<file path="config.mk">
export PLATFORM = sky130hd
export DESIGN_NAME = fpga_config_loader_flat
export DESIGN_NICKNAME = d
export VERILOG_FILES = /design/src/rtl/fpga_config_loader_if.sv /design/src/rtl/fpga_config_loader.sv /design/src/flat_wrapper.sv
export SDC_FILE = /design/constraint.sdc
export NUM_CORES = 2
export LEC_CHECK = 0
export BUFFER_PORTS_ARGS = -buffer_cell sky130_fd_sc_hd__buf_2
export CAP_MARGIN = 20
export CORE_ASPECT_RATIO = 0.7
export CORE_MARGIN = 2
export CORE_UTILIZATION = 55
export DETAILED_ROUTE_END_ITERATION = 10
export HOLD_SLACK_MARGIN = 0.03
export PLACE_DENSITY = 0.76
export SETUP_SLACK_MARGIN = 0.4
export SYNTH_ARGS = -nofsm -noshare
export SYNTH_HDL_FRONTEND = slang
export SYNTH_SLANG_ARGS = --single-unit
</file>
<file path="constraint.sdc">
create_clock -name clk -period 2.4 [get_ports clk]
set_clock_uncertainty 0.1 [all_clocks]
set_input_delay 0.72 -clock clk [delete_from_list [all_inputs] [get_ports clk]]
set_output_delay 0.72 -clock clk [all_outputs]
set_load 0.02 [all_outputs]
</file>
<file path="src/rtl/fpga_config_loader_if.sv">
// Serial configuration link between a bitstream source and the config loader.
//   start      : 1-cycle pulse, begin (or restart) a load
//   bit_in     : serial payload/CRC bit
//   bit_valid  : bit_in is valid this cycle
//   bit_ready  : loader takes a bit this cycle (function of loader state only)
// master = bitstream source, slave = loader.
interface fpga_config_loader_if;
   logic start;
   logic bit_in;
   logic bit_valid;
   logic bit_ready;

   modport master (output start, output bit_in, output bit_valid, input bit_ready);
   modport slave  (input start, input bit_in, input bit_valid, output bit_ready);
endinterface

</file>
<file path="src/rtl/fpga_config_loader.sv">
// Configuration loader for the 3x3 fabric. Shifts 891 config bits (stream bit k -> shadow[k])
// plus a CRC-8 trailer (MSB first) into a shadow register. If the received CRC matches the
// CRC computed over the payload, the shadow is committed in one cycle to the registered fabric
// config outputs, so the fabric never sees a partial configuration.
// Ports:
//   clk, reset           : clock; synchronous active-low reset
//   ctrl (slave)         : start / bit_in / bit_valid / bit_ready serial link
//   busy                 : load in progress (shift, CRC or commit)
//   done                 : 1-cycle pulse when a new config is committed
//   err                  : CRC mismatch, held until next start or reset
//   cfg_loaded           : sticky, at least one commit since reset
//   BLE_dff_select .. sel_direction : committed config fields
module fpga_config_loader #(
   parameter int unsigned CFG_BITS = 891,
   parameter int unsigned CRC_W    = 8
) (
   input  logic                  clk,
   input  logic                  reset,
   fpga_config_loader_if.slave   ctrl,
   output logic                  busy,
   output logic                  done,
   output logic                  err,
   output logic                  cfg_loaded,
   output logic [8:0]            BLE_dff_select,
   output logic [3:0]            IO_sel,
   output logic [19:0]           IO_in,
   output logic [143:0]          LUT_in,
   output logic [239:0]          SB_in,
   output logic [419:0]          CB_in,
   output logic [35:0]           sel_direction_BLEout,
   output logic [17:0]           sel_direction
);

   localparam logic [9:0] LastData = 10'(CFG_BITS - 1);
   localparam logic [9:0] LastCrc  = 10'(CRC_W - 1);
   localparam logic [CRC_W-1:0] CrcPoly = CRC_W'(8'h07);

   typedef enum logic [2:0] {StIdle, StShift, StCrc, StCommit, StErr} state_e;

   state_e               state_q, state_d;
   logic [9:0]           cnt_q, cnt_d;
   logic [CRC_W-1:0]     crc_q, crc_d;
   logic [CRC_W-1:0]     rx_crc_q, rx_crc_d;
   logic [CFG_BITS-1:0]  shadow_q, shadow_d;
   logic [CFG_BITS-1:0]  cfg_q, cfg_d;
   logic                 done_q, done_d;
   logic                 err_q, err_d;
   logic                 cfg_loaded_q, cfg_loaded_d;

   logic                 bit_ready;
   logic                 accept;
   logic [CRC_W-1:0]     rx_crc_next;
   logic                 crc_match;

   // start wins over a simultaneous bit: the bit is dropped, not taken.
   assign accept      = ctrl.bit_valid && bit_ready && !ctrl.start;
   assign rx_crc_next = {rx_crc_q[CRC_W-2:0], ctrl.bit_in};
   assign crc_match   = (rx_crc_next == crc_q);

   // State register
   always_ff @(posedge clk) begin
      if (!reset) begin
         state_q <= StIdle;
      end else begin
         state_q <= state_d;
      end
   end

   // Next-state logic
   always_comb begin
      state_d = state_q;
      if (ctrl.start) begin
         state_d = StShift;
      end else begin
         unique case (state_q)
            StIdle:   state_d = StIdle;
            StShift:  if (accept && cnt_q == LastData) state_d = StCrc;
            StCrc:    if (accept && cnt_q == LastCrc) state_d = crc_match ? StCommit : StErr;
            StCommit: state_d = StIdle;
            StErr:    state_d = StErr;
            default:  state_d = StIdle;
         endcase
      end
   end

   // FSM outputs
   always_comb begin
      bit_ready      = (state_q == StShift) || (state_q == StCrc);
      busy           = bit_ready || (state_q == StCommit);
      ctrl.bit_ready = bit_ready;
   end

   // Datapath next-state
   always_comb begin
      cnt_d        = cnt_q;
      crc_d        = crc_q;
      rx_crc_d     = rx_crc_q;
      shadow_d     = shadow_q;
      cfg_d        = cfg_q;
      done_d       = 1'b0;
      err_d        = err_q;
      cfg_loaded_d = cfg_loaded_q;
      if (ctrl.start) begin
         // Stale shadow bits are left in place; the new load overwrites them in order.
         cnt_d    = '0;
         crc_d    = '0;
         rx_crc_d = '0;
         err_d    = 1'b0;
      end else begin
         unique case (state_q)
            StShift: begin
               if (accept) begin
                  shadow_d[cnt_q] = ctrl.bit_in;
                  crc_d = {crc_q[CRC_W-2:0], 1'b0} ^
                          ((crc_q[CRC_W-1] ^ ctrl.bit_in) ? CrcPoly : '0);
                  cnt_d = (cnt_q == LastData) ? '0 : cnt_q + 10'd1;
               end
            end
            StCrc: begin
               // crc_q is frozen here; only the received trailer shifts.
               if (accept) begin
                  rx_crc_d = rx_crc_next;
                  cnt_d    = (cnt_q == LastCrc) ? '0 : cnt_q + 10'd1;
                  if (cnt_q == LastCrc && !crc_match) err_d = 1'b1;
               end
            end
            StCommit: begin
               cfg_d        = shadow_q;
               done_d       = 1'b1;
               cfg_loaded_d = 1'b1;
            end
            default: ;
         endcase
      end
   end

   always_ff @(posedge clk) begin
      if (!reset) begin
         cnt_q        <= '0;
         crc_q        <= '0;
         rx_crc_q     <= '0;
         shadow_q     <= '0;
         cfg_q        <= '0;
         done_q       <= 1'b0;
         err_q        <= 1'b0;
         cfg_loaded_q <= 1'b0;
      end else begin
         cnt_q        <= cnt_d;
         crc_q        <= crc_d;
         rx_crc_q     <= rx_crc_d;
         shadow_q     <= shadow_d;
         cfg_q        <= cfg_d;
         done_q       <= done_d;
         err_q        <= err_d;
         cfg_loaded_q <= cfg_loaded_d;
      end
   end

   assign done                 = done_q;
   assign err                  = err_q;
   assign cfg_loaded           = cfg_loaded_q;
   assign BLE_dff_select       = cfg_q[8:0];
   assign IO_sel               = cfg_q[12:9];
   assign IO_in                = cfg_q[32:13];
   assign LUT_in               = cfg_q[176:33];
   assign SB_in                = cfg_q[416:177];
   assign CB_in                = cfg_q[836:417];
   assign sel_direction_BLEout = cfg_q[872:837];
   assign sel_direction        = cfg_q[890:873];

endmodule

</file>
<file path="src/flat_wrapper.sv">
// flat-port wrapper written by rule: the top's interface ports become plain ports
module fpga_config_loader_flat 
#(
   parameter int unsigned CFG_BITS = 891,
   parameter int unsigned CRC_W    = 8
)
  (clk, reset, busy, done, err, cfg_loaded, BLE_dff_select, IO_sel, IO_in, LUT_in, SB_in, CB_in, sel_direction_BLEout, sel_direction, ctrl_start, ctrl_bit_in, ctrl_bit_valid, ctrl_bit_ready);
  fpga_config_loader_if ctrl_i ();
  input  logic clk;
  input  logic reset;
  output logic busy;
  output logic done;
  output logic err;
  output logic cfg_loaded;
  output logic [8:0] BLE_dff_select;
  output logic [3:0] IO_sel;
  output logic [19:0] IO_in;
  output logic [143:0] LUT_in;
  output logic [239:0] SB_in;
  output logic [419:0] CB_in;
  output logic [35:0] sel_direction_BLEout;
  output logic [17:0] sel_direction;
  input wire logic [$bits(ctrl_i.start)-1:0] ctrl_start;
  input wire logic [$bits(ctrl_i.bit_in)-1:0] ctrl_bit_in;
  input wire logic [$bits(ctrl_i.bit_valid)-1:0] ctrl_bit_valid;
  output wire logic [$bits(ctrl_i.bit_ready)-1:0] ctrl_bit_ready;
  assign ctrl_i.start = ctrl_start;
  assign ctrl_i.bit_in = ctrl_bit_in;
  assign ctrl_i.bit_valid = ctrl_bit_valid;
  assign ctrl_bit_ready = ctrl_i.bit_ready;
  fpga_config_loader #(.CFG_BITS(CFG_BITS), .CRC_W(CRC_W)) u_core (.clk(clk), .reset(reset), .ctrl(ctrl_i), .busy(busy), .done(done), .err(err), .cfg_loaded(cfg_loaded), .BLE_dff_select(BLE_dff_select), .IO_sel(IO_sel), .IO_in(IO_in), .LUT_in(LUT_in), .SB_in(SB_in), .CB_in(CB_in), .sel_direction_BLEout(sel_direction_BLEout), .sel_direction(sel_direction));
endmodule
</file>
==> flow_summary.ini <==
[clock_tree]
clockRootBuffer = clkbuf_16
clock_path_buffers = 3
holdBufCountCts = 0
cts_buffers = 166
cts_tree = yes
htreeDepth = 4
path_clk_slew_ns = 0.06
clock_latency_ns = 0.86
clock-sinks = 1813

[synthesis]
synth_top_cell_by_area = dfxtp_1
seq_area_frac_synth_pct = 51.4
synth_cells = 8348
avgSynthCellArea_um2 = 8.45
async_reset_ff_share_pct = 0
yosysWarnings = 0
synth-main-ff-cell = dfxtp_1
synth_nets = 8357
synth-seq-cells = 1813
yosysUniqueCellTypes = 47
synth_edf_count = 0
synthTopCellsByArea = dfxtp_1 (51%), a21boi_0 (18%), nand2_1 (10%)
synth_top_area_share_pct = 51.4
synth_area_mm2 = 0.0705

[final_layout]
final_cell_mix = nand2_1 (1893), dfxtp_1 (1686), a21boi_0 (1166)
drive_above_1_share_pct = 27.9
final_common_cell = nand2_1
stdcell_count = 10900
fin_util_pct = 73.4
nNetsFinal = 9151
multi_input_area_mm2 = 0.0343
fillers = 8722
regArea_mm2 = 0.0368
area_growth_pct = 31.8

[sta]
slew_viol_final = 0
rsz0062_at_grt = yes
worst_pin_slew_ns = 0.741
finalHoldViolations = 0
period_minus_slack_ns = 2.69
relSlewSlack_pct = 50.6
fin_ws_ns = -0.289
fin_crit_sh_pct = 112
final-setup-viol-count = 832
clock.fmax_mhz = 372

[detailed_routing]
via_count = 71700
first_pass_iters = 11
drt_iter0_markers = 12600
wl_mm = 311
final_antenna_net_count = 0
wl_per_cell_um = 28.4
viasPerCell = 6.55
post-route-drc-count = 3

[placement]
port_buffers = 900
dp.cells = 10500
place_congestion = 0.892
dp_hpwl_mm = 182

[floorplanning]
dieArea_mm2 = 0.131
die_w_um = 432
rows = 109
ios = 901
die_h_um = 304
initial_utilization_pct = 55.7
coreArea_mm2 = 0.127

[global_route]
grt_usage_pct = 44.1
grt_max_degree = 192
grt_pass1_wl_mm = 432
antenna_found_initial = 15
grt_pass1_vias = 65400
grt_overflow = 0

[power]
peakVddDrop_mv = 0.813
power_density_mw_per_mm2 = 636
leakage_nw = 32.9

[status]
violations = DRC, setup timing
status = finished with violations

[critical_path]
critPathMaxFanout = 4
path_class = register to output port
start_kind = register
cp.arrival_ns = 1.87
cp-end-kind = output port
required_ns = 1.58

[min_path]
worstHoldPathType = input pin to register

[job]
maxCapViolCount = 0
==> kinds of logic (layout without fill, tap and decap cells) <==
logic type	after synthesis	after routing	share of synthesized area (%)
and+or+nand+nor	3000	3000	18.0
AOI/OAI and AO/OA	2670	2670	25.3
DFF	1813	1813	51.4
buffers and inverters	841	1763	4.92
xor gates and xnor gates	20	20	0.248
adders and majority gates	4	4	0.0709
other	0	11	0
==> registers in the layout, summed over array words and instances, names as in the netlist <==
signal and count:
u_core.cfg_loaded 1, u_core.cfg_q 891, u_core.cnt_q 10, u_core.crc_q 8, u_core.done 1, u_core.err 1
u_core.rx_crc_q 7, u_core.shadow_q 891, u_core.state_q 3
==> synth_stat cells, types with 4 or more instances <==
cell and n:
dfxtp_1 1813, buf_6 4, nor3_1 12, a21oi_1 16, buf_4 14, nand2_1 1929
nand3_1 903, nor2_1 60, buf_1 4, buf_2 184, a21boi_1 48, ha_1 4
nand2b_1 11, nor2b_1 13, nand4_1 25, a21boi_0 1734, xor2_1 4, nor3b_1 5
clkbuf_1 633, xnor2_1 16, nor2_2 10, o21ai_0 863, and2_1 8
==> where the power goes <==
part | leakage [nW] | internal [mW] | switching [mW]
clock network | 2.70 | 15.3 | 12.1
logic | 15.5 | 0.727 | 1.02
registers | 14.7 | 29.9 | 0.00460
total | 32.9 | 46.0 | 13.1
==> timing repair <==
action | 4_1_cts | 5_1_grt
gates resized for setup | 938 | 1573
pin swaps | 38 | 193
gates cloned | 67 | 25
buffers inserted | 26 | 42
endpoints found under the setup margin | 2189 | 2511
==> layout make-up <==
class / count / share of cell area [%]
clock buffers: 253 / 5.35
flip-flops and latches: 1813 / 39.5
repair buffers: 1465 / 15.3
inverters: 2 / 0.00807
multi-input cells: 5694 / 36.9
well taps: 1665 / 2.24
diodes: 11 / 0.0296
clock inverters: 43 / 0.556
==> through the flow <==
step	worst slack (ns)	cell area [µm²]	setup TNS, ns	total power, mW	hold slack [ns]
global route	-0.311	93000	-128.36	60.2	0.131
floorplan	0.373	70600	0	31.8	0.335
CTS	-0.278	89600	-0.682	58.7	0.109
finish	-0.289	93000	-79.92	59.1	0.139
global placement	-0.0754	79700	-6.21	32.3	0.342
detailed placement	-0.163	79700	-16.26	32.3	0.351
==> per-layer routing <==
metal	share of wire [%]	wire length, µm	vias up	GRT usage [%]
met3	15	45900	1705	16.0
met1	35	109000	34000	55.3
met4	9.0	28200	18	30.3
met5	0.13	405	-	0.984
met2	41	128000	5994	62.7
li1	-	-	30000	-
==> worst max-delay path: stages, from the launching register on <==
cell and delay [ns]:
dfxtp_4 0.36, or3b_4 0.41, nand2b_4 0.14, buf_6 0.13
==> final timing paths <==
check,start,to,slack [ns],cells after the start
max,u_core.state_q[0],ctrl_bit_ready,-0.29,3
min,ctrl_bit_in,u_core.shadow_q[249],0.14,3
max reg2reg,u_core.state_q[0],u_core.shadow_q[819],-0.26,13
min reg2reg,u_core.shadow_q[389],u_core.cfg_q[389],0.36,2
Note: power is estimated with default switching activity, not from simulation.
